--- src/rtl/imem_program_encoder.sv ---
// Encodes decoded RV32I field bundles (load/store/R/branch/I/JAL) and writes the
// resulting words to consecutive instruction-memory addresses, reporting done/error.
module imem_program_encoder #(
    parameter int ADDR_W = 8
) (
    input  logic              clk,
    input  logic              reset,
    input  logic              start,
    input  logic              in_valid,
    output logic              in_ready,
    input  logic [2:0]        in_type,
    input  logic [4:0]        in_rd,
    input  logic [4:0]        in_rs1,
    input  logic [4:0]        in_rs2,
    input  logic [2:0]        in_funct3,
    input  logic              in_funct7b5,
    input  logic [31:0]       in_imm,
    input  logic              in_last,
    output logic              mem_we,
    output logic [ADDR_W-1:0] mem_addr,
    output logic [31:0]       mem_wdata,
    output logic [ADDR_W:0]   count,
    output logic              done,
    output logic              error,
    output logic [1:0]        err_code,
    output logic [1:0]        dbg_state
);

    typedef enum logic [1:0] {IDLE, RUN, DONE, ERR} state_t;

    localparam logic [ADDR_W-1:0] LAST_ADDR = '1;

    // Stream handshake: a bundle transfers on any rising edge where in_valid and
    // in_ready are both 1; in_ready depends only on registered state.

    state_t            state, state_d;
    logic              closing, closing_d;     // final write in flight, leave RUN next
    logic              close_ovf, close_ovf_d; // that final write hit the last address
    logic [ADDR_W-1:0] ptr, ptr_d;
    logic [ADDR_W:0]   count_d;
    logic [1:0]        err_d;
    logic              we_d;
    logic              hs;
    logic              type_ok;
    logic              imm_ok;
    logic [31:0]       word;
    logic signed [31:0] simm;

    assign simm      = in_imm;
    assign in_ready  = (state == RUN) && !closing;
    assign hs        = in_valid && in_ready;
    assign done      = (state == DONE);
    assign error     = (state == ERR);
    assign dbg_state = state;
    assign type_ok   = (in_type <= 3'd5);

    always_comb begin
        word   = '0;
        imm_ok = 1'b0;
        case (in_type)
            3'd0: begin
                word   = {in_imm[11:0], in_rs1, in_funct3, in_rd, 7'b0000011};
                imm_ok = (simm >= -2048) && (simm <= 2047);
            end
            3'd1: begin
                word   = {in_imm[11:5], in_rs2, in_rs1, in_funct3, in_imm[4:0], 7'b0100011};
                imm_ok = (simm >= -2048) && (simm <= 2047);
            end
            3'd2: begin
                word   = {1'b0, in_funct7b5, 5'b00000, in_rs2, in_rs1, in_funct3, in_rd, 7'b0110011};
                imm_ok = 1'b1;
            end
            3'd3: begin
                word   = {in_imm[12], in_imm[10:5], in_rs2, in_rs1, in_funct3,
                          in_imm[4:1], in_imm[11], 7'b1100011};
                imm_ok = (simm >= -4096) && (simm <= 4094) && !in_imm[0];
            end
            3'd4: begin
                word   = {in_imm[11:0], in_rs1, in_funct3, in_rd, 7'b0010011};
                imm_ok = (simm >= -2048) && (simm <= 2047);
            end
            3'd5: begin
                word   = {in_imm[20], in_imm[10:1], in_imm[11], in_imm[19:12], in_rd, 7'b1101111};
                imm_ok = (simm >= -1048576) && (simm <= 1048574) && !in_imm[0];
            end
            default: begin
                word   = '0;
                imm_ok = 1'b0;
            end
        endcase
    end

    always_comb begin
        state_d     = state;
        closing_d   = closing;
        close_ovf_d = close_ovf;
        ptr_d       = ptr;
        err_d       = err_code;
        we_d        = 1'b0;
        count_d     = count + {{ADDR_W{1'b0}}, mem_we};
        if (start) begin
            // start wins over everything, including a handshake in the same cycle
            state_d     = RUN;
            closing_d   = 1'b0;
            close_ovf_d = 1'b0;
            ptr_d       = '0;
            err_d       = 2'b00;
            count_d     = '0;
        end else if (state == RUN) begin
            if (closing) begin
                state_d   = close_ovf ? ERR : DONE;
                err_d     = close_ovf ? 2'b11 : err_code;
                closing_d = 1'b0;
            end else if (hs) begin
                if (!type_ok) begin
                    state_d = ERR;
                    err_d   = 2'b01;
                end else if (!imm_ok) begin
                    state_d = ERR;
                    err_d   = 2'b10;
                end else begin
                    we_d        = 1'b1;
                    ptr_d       = ptr + 1'b1;
                    closing_d   = in_last || (ptr == LAST_ADDR);
                    close_ovf_d = !in_last && (ptr == LAST_ADDR);
                end
            end
        end
    end

    always_ff @(posedge clk) begin
        if (reset) begin
            state     <= IDLE;
            closing   <= 1'b0;
            close_ovf <= 1'b0;
            ptr       <= '0;
            count     <= '0;
            err_code  <= 2'b00;
            mem_we    <= 1'b0;
            mem_addr  <= '0;
            mem_wdata <= '0;
        end else begin
            state     <= state_d;
            closing   <= closing_d;
            close_ovf <= close_ovf_d;
            ptr       <= ptr_d;
            count     <= count_d;
            err_code  <= err_d;
            mem_we    <= we_d;
            if (we_d) begin
                mem_addr  <= ptr;
                mem_wdata <= word;
            end
        end
    end

endmodule

--- config.mk ---
export PLATFORM = sky130hd
export DESIGN_NAME = imem_program_encoder
export DESIGN_NICKNAME = d
export VERILOG_FILES = /design/src/rtl/imem_program_encoder.sv
export SDC_FILE = /design/constraint.sdc
export NUM_CORES = 1
export LEC_CHECK = 0
export CAP_MARGIN = 5
export CORE_MARGIN = 2
export CORE_UTILIZATION = 40
export CTS_CLUSTER_DIAMETER = 100
export DETAILED_ROUTE_END_ITERATION = 6
export GPL_TIMING_DRIVEN = 0
export HOLD_SLACK_MARGIN = 0.12
export PLACE_DENSITY = 0.7
export SETUP_SLACK_MARGIN = 0.5
export SLEW_MARGIN = 20
export SYNTH_ARGS = -nofsm -noshare
export SYNTH_HDL_FRONTEND = slang
export SYNTH_SLANG_ARGS = --single-unit
--- constraint.sdc ---
create_clock -name clk -period 2.91 [get_ports clk]
set_clock_uncertainty 0.1 [all_clocks]
set_input_delay 0.7275 -clock clk [delete_from_list [all_inputs] [get_ports clk]]
set_output_delay 0.7275 -clock clk [all_outputs]
set_load 0.02 [all_outputs]
Yosys cells after proc, flatten, opt, wreduce, memory -nomap -nowiden
Cells that the tools add are included.
{"block": "totals", "ff_bits": 64, "output_inout_bits": 57, "inputBits": 59}
{"block": "classes", "n_eq_ne": 12, "n_reduce_logical": 22, "n_addsub": 2, "bitwise_logic": 1, "order_cmp": 7, "n_mux": 24}
{"operator": "one-hot mux 32 bit (6 select lines)", "n": 1}
{"operator": "greater-or-equal comparator 32 x 12 -> 1 bit, second input constant", "n": 1}
{"operator": "greater-or-equal comparator 32 x 13 -> 1 bit, second input constant", "n": 1}
{"operator": "greater-or-equal comparator 32 x 21 -> 1 bit, second input constant", "n": 1}
{"operator": "<= comparator 32 x 12 -> 1 bit, second input constant", "n": 1}
{"operator": "<= comparator 32 x 13 -> 1 bit, second input constant", "n": 1}
{"operator": "<= comparator 32 x 21 -> 1 bit, second input constant", "n": 1}
{"operator": "two-way mux 2 bit", "n": 9}
{"operator": "two-way mux 1 bit", "n": 13}
{"operator": "adder 9 x 1 -> 9 bit", "n": 1}
{"operator": "adder 8 x 1 -> 8 bit, second input constant", "n": 1}
{"operator": "equality test 8 bit, second input constant", "n": 1}
{"operator": "logical AND 1 bit", "n": 8}
{"operator": "equality test 3 x 2 -> 1 bit, second input constant", "n": 2}
{"operator": "equality test 3 bit, second input constant", "n": 2}
{"operator": "AND reduction 3 bit", "n": 2}
{"operator": "AND reduction 5 bit", "n": 1}
{"operator": "equality test 2 bit, second input constant", "n": 2}
{"operator": "inequality test 4 bit, second input constant", "n": 1}
{"operator": "one-hot mux 1 bit (4 select lines)", "n": 1}
{"operator": "AND reduction 4 bit", "n": 1}
{"operator": "nonzero test 2 bit", "n": 2}
{"operator": "equality test 3 x 1 -> 1 bit, second input constant", "n": 1}
{"operator": "<= comparator 3 bit, second input constant", "n": 1}
{"operator": "10 further kinds", "n": 12}

Depth between registers and ports, before layout
{"block": "logic_depth", "ltp_word": 10, "depth_mapped": 10, "ltp_nobuf": 7}

Worst setup path after synthesis
Ideal clock, no wire load.
{"block": "synth_path", "path_kind": "input to register", "startpoint": "input port in_imm[12]", "endpoint": "register mem_addr[3]", "required_ns": 2.682, "path_buffers": 2, "path_stages": 9, "setup_slack_ns": 0.276, "t_arrival_ns": 2.407, "setup_time_ns": 0.128, "path_cell_list": "or4_1 -> nor2_1 -> nand2_1 -> o311ai_4 -> o31a_1 -> buf_6 -> buf_6 -> mux2i_1 -> nor2_1"}
{"block": "synth_via", "elab_chain_cells": 10, "word_cells_on_any_way": 18, "classes_between": "6 x order compare; 7 x mux; 5 x reduce/logical"}
{"element": "from (decl)", "line": "17", "rtl": "input logic [31:0] in_imm,"}
{"element": "greater-or-equal comparator 32 x 21 -> 1 bit, or another cell as far along", "line": "84", "rtl": "imm_ok = (simm >= -1048576) && (simm <= 1048574) && !in_imm[0];"}
{"element": "logical AND 1 bit, on equally long branches (2 in a row)", "line": "84, 76"}
{"element": "one-hot mux 1 bit (4 select lines) *", "line": "60", "rtl": "case (in_type)"}
{"element": "two-way mux 1 bit *", "line": "118", "rtl": "end else if (!imm_ok) begin"}
{"element": "two-way mux 1 bit *", "line": "115", "rtl": "if (!type_ok) begin"}
{"element": "two-way mux 1 bit *", "line": "114", "rtl": "end else if (hs) begin"}
{"element": "two-way mux 1 bit *", "line": "110", "rtl": "if (closing) begin"}
{"element": "two-way mux 1 bit *", "line": "109", "rtl": "end else if (state == RUN) begin"}
{"element": "two-way mux 1 bit *", "line": "101", "rtl": "if (start) begin"}
{"element": "to (signal assigned)", "line": "151", "rtl": "mem_addr <= ptr;"}
{"element": "to (decl)", "line": "20", "rtl": "output logic [ADDR_W-1:0] mem_addr,"}
Mark *: on every way between the ends. The rest lies on a longest branch, timed or not.
A chain may end at the register's enable or synchronous reset.

Worst setup path in the final report
{"block": "layout_path", "startpoint": "input port in_imm[15]", "endpoint": "register mem_addr[3]"}
Same word-level chain as after synthesis.

==> metrics <==
status=finished clean; per-cell routed wire length=15.5 um; syn_nets=437; Synthesis Warnings=0; period utilization=90.1%; fin. max-slew vios=0; Tightest Hold Check Type=reg2reg; dpl cells=589; Longest Clk Path Bufs=2; LEAKAGE=1.86 nW; fin crit period=2.62 ns; Synth-to-Final Area Change=58.5%; Initial DRT Pass Iterations=4; GRT Residual Overflow=0; Filler cells=656; most used routing layer=met2; Die Wd=93.7 um; CP required=3.01 ns; Global Route met1 Usage=27.0%; HPWL after DPL=6.85 mm; Worst-path clk slew=0.07 ns; Core ar.=7770 um2; share of layout cells above drive strength 1=23.3%; register area share after synthesis=38.6%; largest family of logic cells by synthesized area=simple AND/OR/NAND/NOR gates; Synth Area per Inst=8.58 um2; worst hold path startpoint=mem_wdata[6]; remaining routing DRC violations=0; Multi-input gate area=1900 um2; Setup crit end kind=flip-flop; prevailing post-synth register cell=dfxtp_1; CTS Buf Count=9; Async SR Flop Fraction=0%; kind of critical path=in2reg; Post-Route WL=9.66 mm; RD Place Congestion=0.928; total of max-cap violations=0; Ports=116; met3 GRT Util=7.46%; Final Hold Viols=0; fin nets=580; Cell Count, Final, Fillers Out=625; final setup fails=0; ANT nets after route=0; Synth Area in Adders=1.17%; initial antenna violation count=0; Max Fclk=381 MHz; xor-xnor portion of the synthesized cell area=1.91%; power per cell area=377 nW/um2; clk sinks=62; reg2reg start=dbg_state[1]; worst slack, placed=-0.477 ns; Die Height=93.7 um; vias in the first global route=3,230; Max IR drop VDD=0.220 mV; Critical Path Start=in_imm[15]; Synth Area in Simple Gates=24.9%; H-tree depth=3; Synth Instances=375; largest net degree at the start of global routing=14; hold_buf cts=0; met2 Use GR=37.9%; Via density=5.27; row count=32; compound-cell area share of the yosys netlist=20.1%; Initial Utilization=41.4%; Post-synth EDFFs=0; Least-Margin Pin Slew=0.649 ns; RSZ-0062 raised after global routing=yes; CTS tree=yes; Tot Pwr=0.00192 W; final worst slack=0.287 ns; global-route usage over all layers=22.6%; register area=1240 um2; Die ar.=8780 um2; setup TNS=0 ns; critical-path maximum fanout=5; first-pass GRT wire length=15.4 mm; Synth cell types=54; DR iter-0 viols=116; synthesized area=3220 um2; mux contribution to synthesized area=5.29%; Worst Path Arrival=2.72 ns; Worst-Skew Late Latency=0.34 ns; CP startpoint kind=primary input; root buf cell=clkbuf_8; #FFs+latches synth=62; Port Buf Inserts=112; via count=3,294; Slew headroom=56.8%; # diodes=0
-- report_power, final --
group | internal (W) | switching [W]
sequential | 0.000854 | 0.00000533
clock | 0.000407 | 0.000377
combinational | 0.000139 | 0.000137
-- cell type report --
cell class                      instances  share of cell area, %
Buffer                                 28                   5.06
Tap cell                              102                   2.50
Clock inverter                          7                   1.62
Inverter                               10                  0.736
Timing Repair Buffer                  132                   26.0
Multi-Input combinational cell        275                   37.2
Sequential cell                        62                   24.4
Clock buffer                            9                   2.43
-- cells by family (layout without fill, tap and decap cells) --
| logic type | count (synthesis) | count (layout) |
|---|---|---|
| DFF | 62 | 62 |
| muxes | 17 | 17 |
| xor gates and xnor gates | 7 | 7 |
| AOI/OAI and AO/OA | 86 | 86 |
| adders and majority gates | 3 | 3 |
| buffers and inverters | 38 | 186 |
| and+or+nand+nor | 162 | 162 |
-- worst paths after layout --
| path | depth (start not counted) | slack, ns | end |
|---|---|---|---|
| worst max-delay path | 11 | 0.29 | mem_addr[3] |
| worst min-delay path | 1 | 0.37 | mem_wdata[6] |
| worst max register to register | 10 | 0.87 | mem_addr[3] |
| worst min register to register | 1 | 0.37 | mem_wdata[6] |
-- repair_timing --
item / 4_1_cts / 5_1_grt
endpoints found under the setup margin: 53 / 55
gates cloned: 3 / 1
resized for setup: 91 / 51
endpoints found under the hold margin: 0 / 0
pin swaps: 33 / 20
buffers inserted: 14 / 2
-- cell usage in the layout (no fill, tap or decap), drive strengths merged, types with 4 or more instances in the layout --
master          n
a21oi          21
o22ai          10
a211oi         12
and3            5
nand4           6
dfxtp          62
xor2            4
nand2          14
clkdlybuf4s50  89
and2            6
buf            40
o21ai          15
clkdlybuf4s15   5
nand3          12
nor3           24
nor2b           6
nor2           63
a22oi           5
inv            12
mux2i          17
clkbuf         32
nand2b          7
or3             9
a2bb2oi         8
-- synth_stat cells (7+ instances only) --
| master | n | area, um2 |
|---|---|---|
| a211oi_2 | 11 | 138 |
| nand2_1 | 14 | 52.6 |
| a21oi_1 | 21 | 105 |
| or3_1 | 9 | 56.3 |
| o22ai_1 | 10 | 62.6 |
| nor3_1 | 23 | 115 |
| clkbuf_1 | 9 | 33.8 |
| nand2b_1 | 7 | 43.8 |
| mux2i_1 | 17 | 170 |
| a2bb2oi_1 | 8 | 70.1 |
| nand3_1 | 12 | 60.1 |
| nor2_1 | 63 | 236 |
| o21ai_0 | 14 | 70.1 |
| inv_1 | 10 | 37.5 |
| dfxtp_1 | 62 | 1240 |
-- critical path, stage by stage --
cell and delay (ns):
buf_8 0.10, or4_4 0.54, nor2_4 0.16, and3b_2 0.22, o31a_1 0.20, o31a_1 0.19, buf_6 0.13, buf_6 0.10
buf_12 0.11, mux2i_1 0.18, nor2_1 0.06
-- registers in the layout, indices dropped and copies added, names as in the netlist, 2 cells and up --
register   flops
mem_wdata     30
count          9
mem_addr       8
ptr            8
dbg_state      2
err_code       2
-- layer usage --
metal / routed length [um] / part of all wire [%]
met2: 4650 / 48
met1: 4150 / 43
met4: 174 / 1.8
met5: 0 / 0
met3: 683 / 7.1
-- stage by stage --
| stage | hold WS (ns) | area (um2) | utilization, % |
|---|---|---|---|
| 3_5_place_dp | 0.351 | 4480 | 57.7 |
| 6_report | 0.368 | 5100 | 65.6 |
| 4_1_cts | 0.376 | 4970 | 63.9 |
| 5_1_grt | 0.404 | 5100 | 65.6 |
| 2_1_floorplan | 0.340 | 3230 | - |
| 3_3_place_gp | 0.345 | 4480 | 57.7 |
Power figures use the tool's default switching activity.
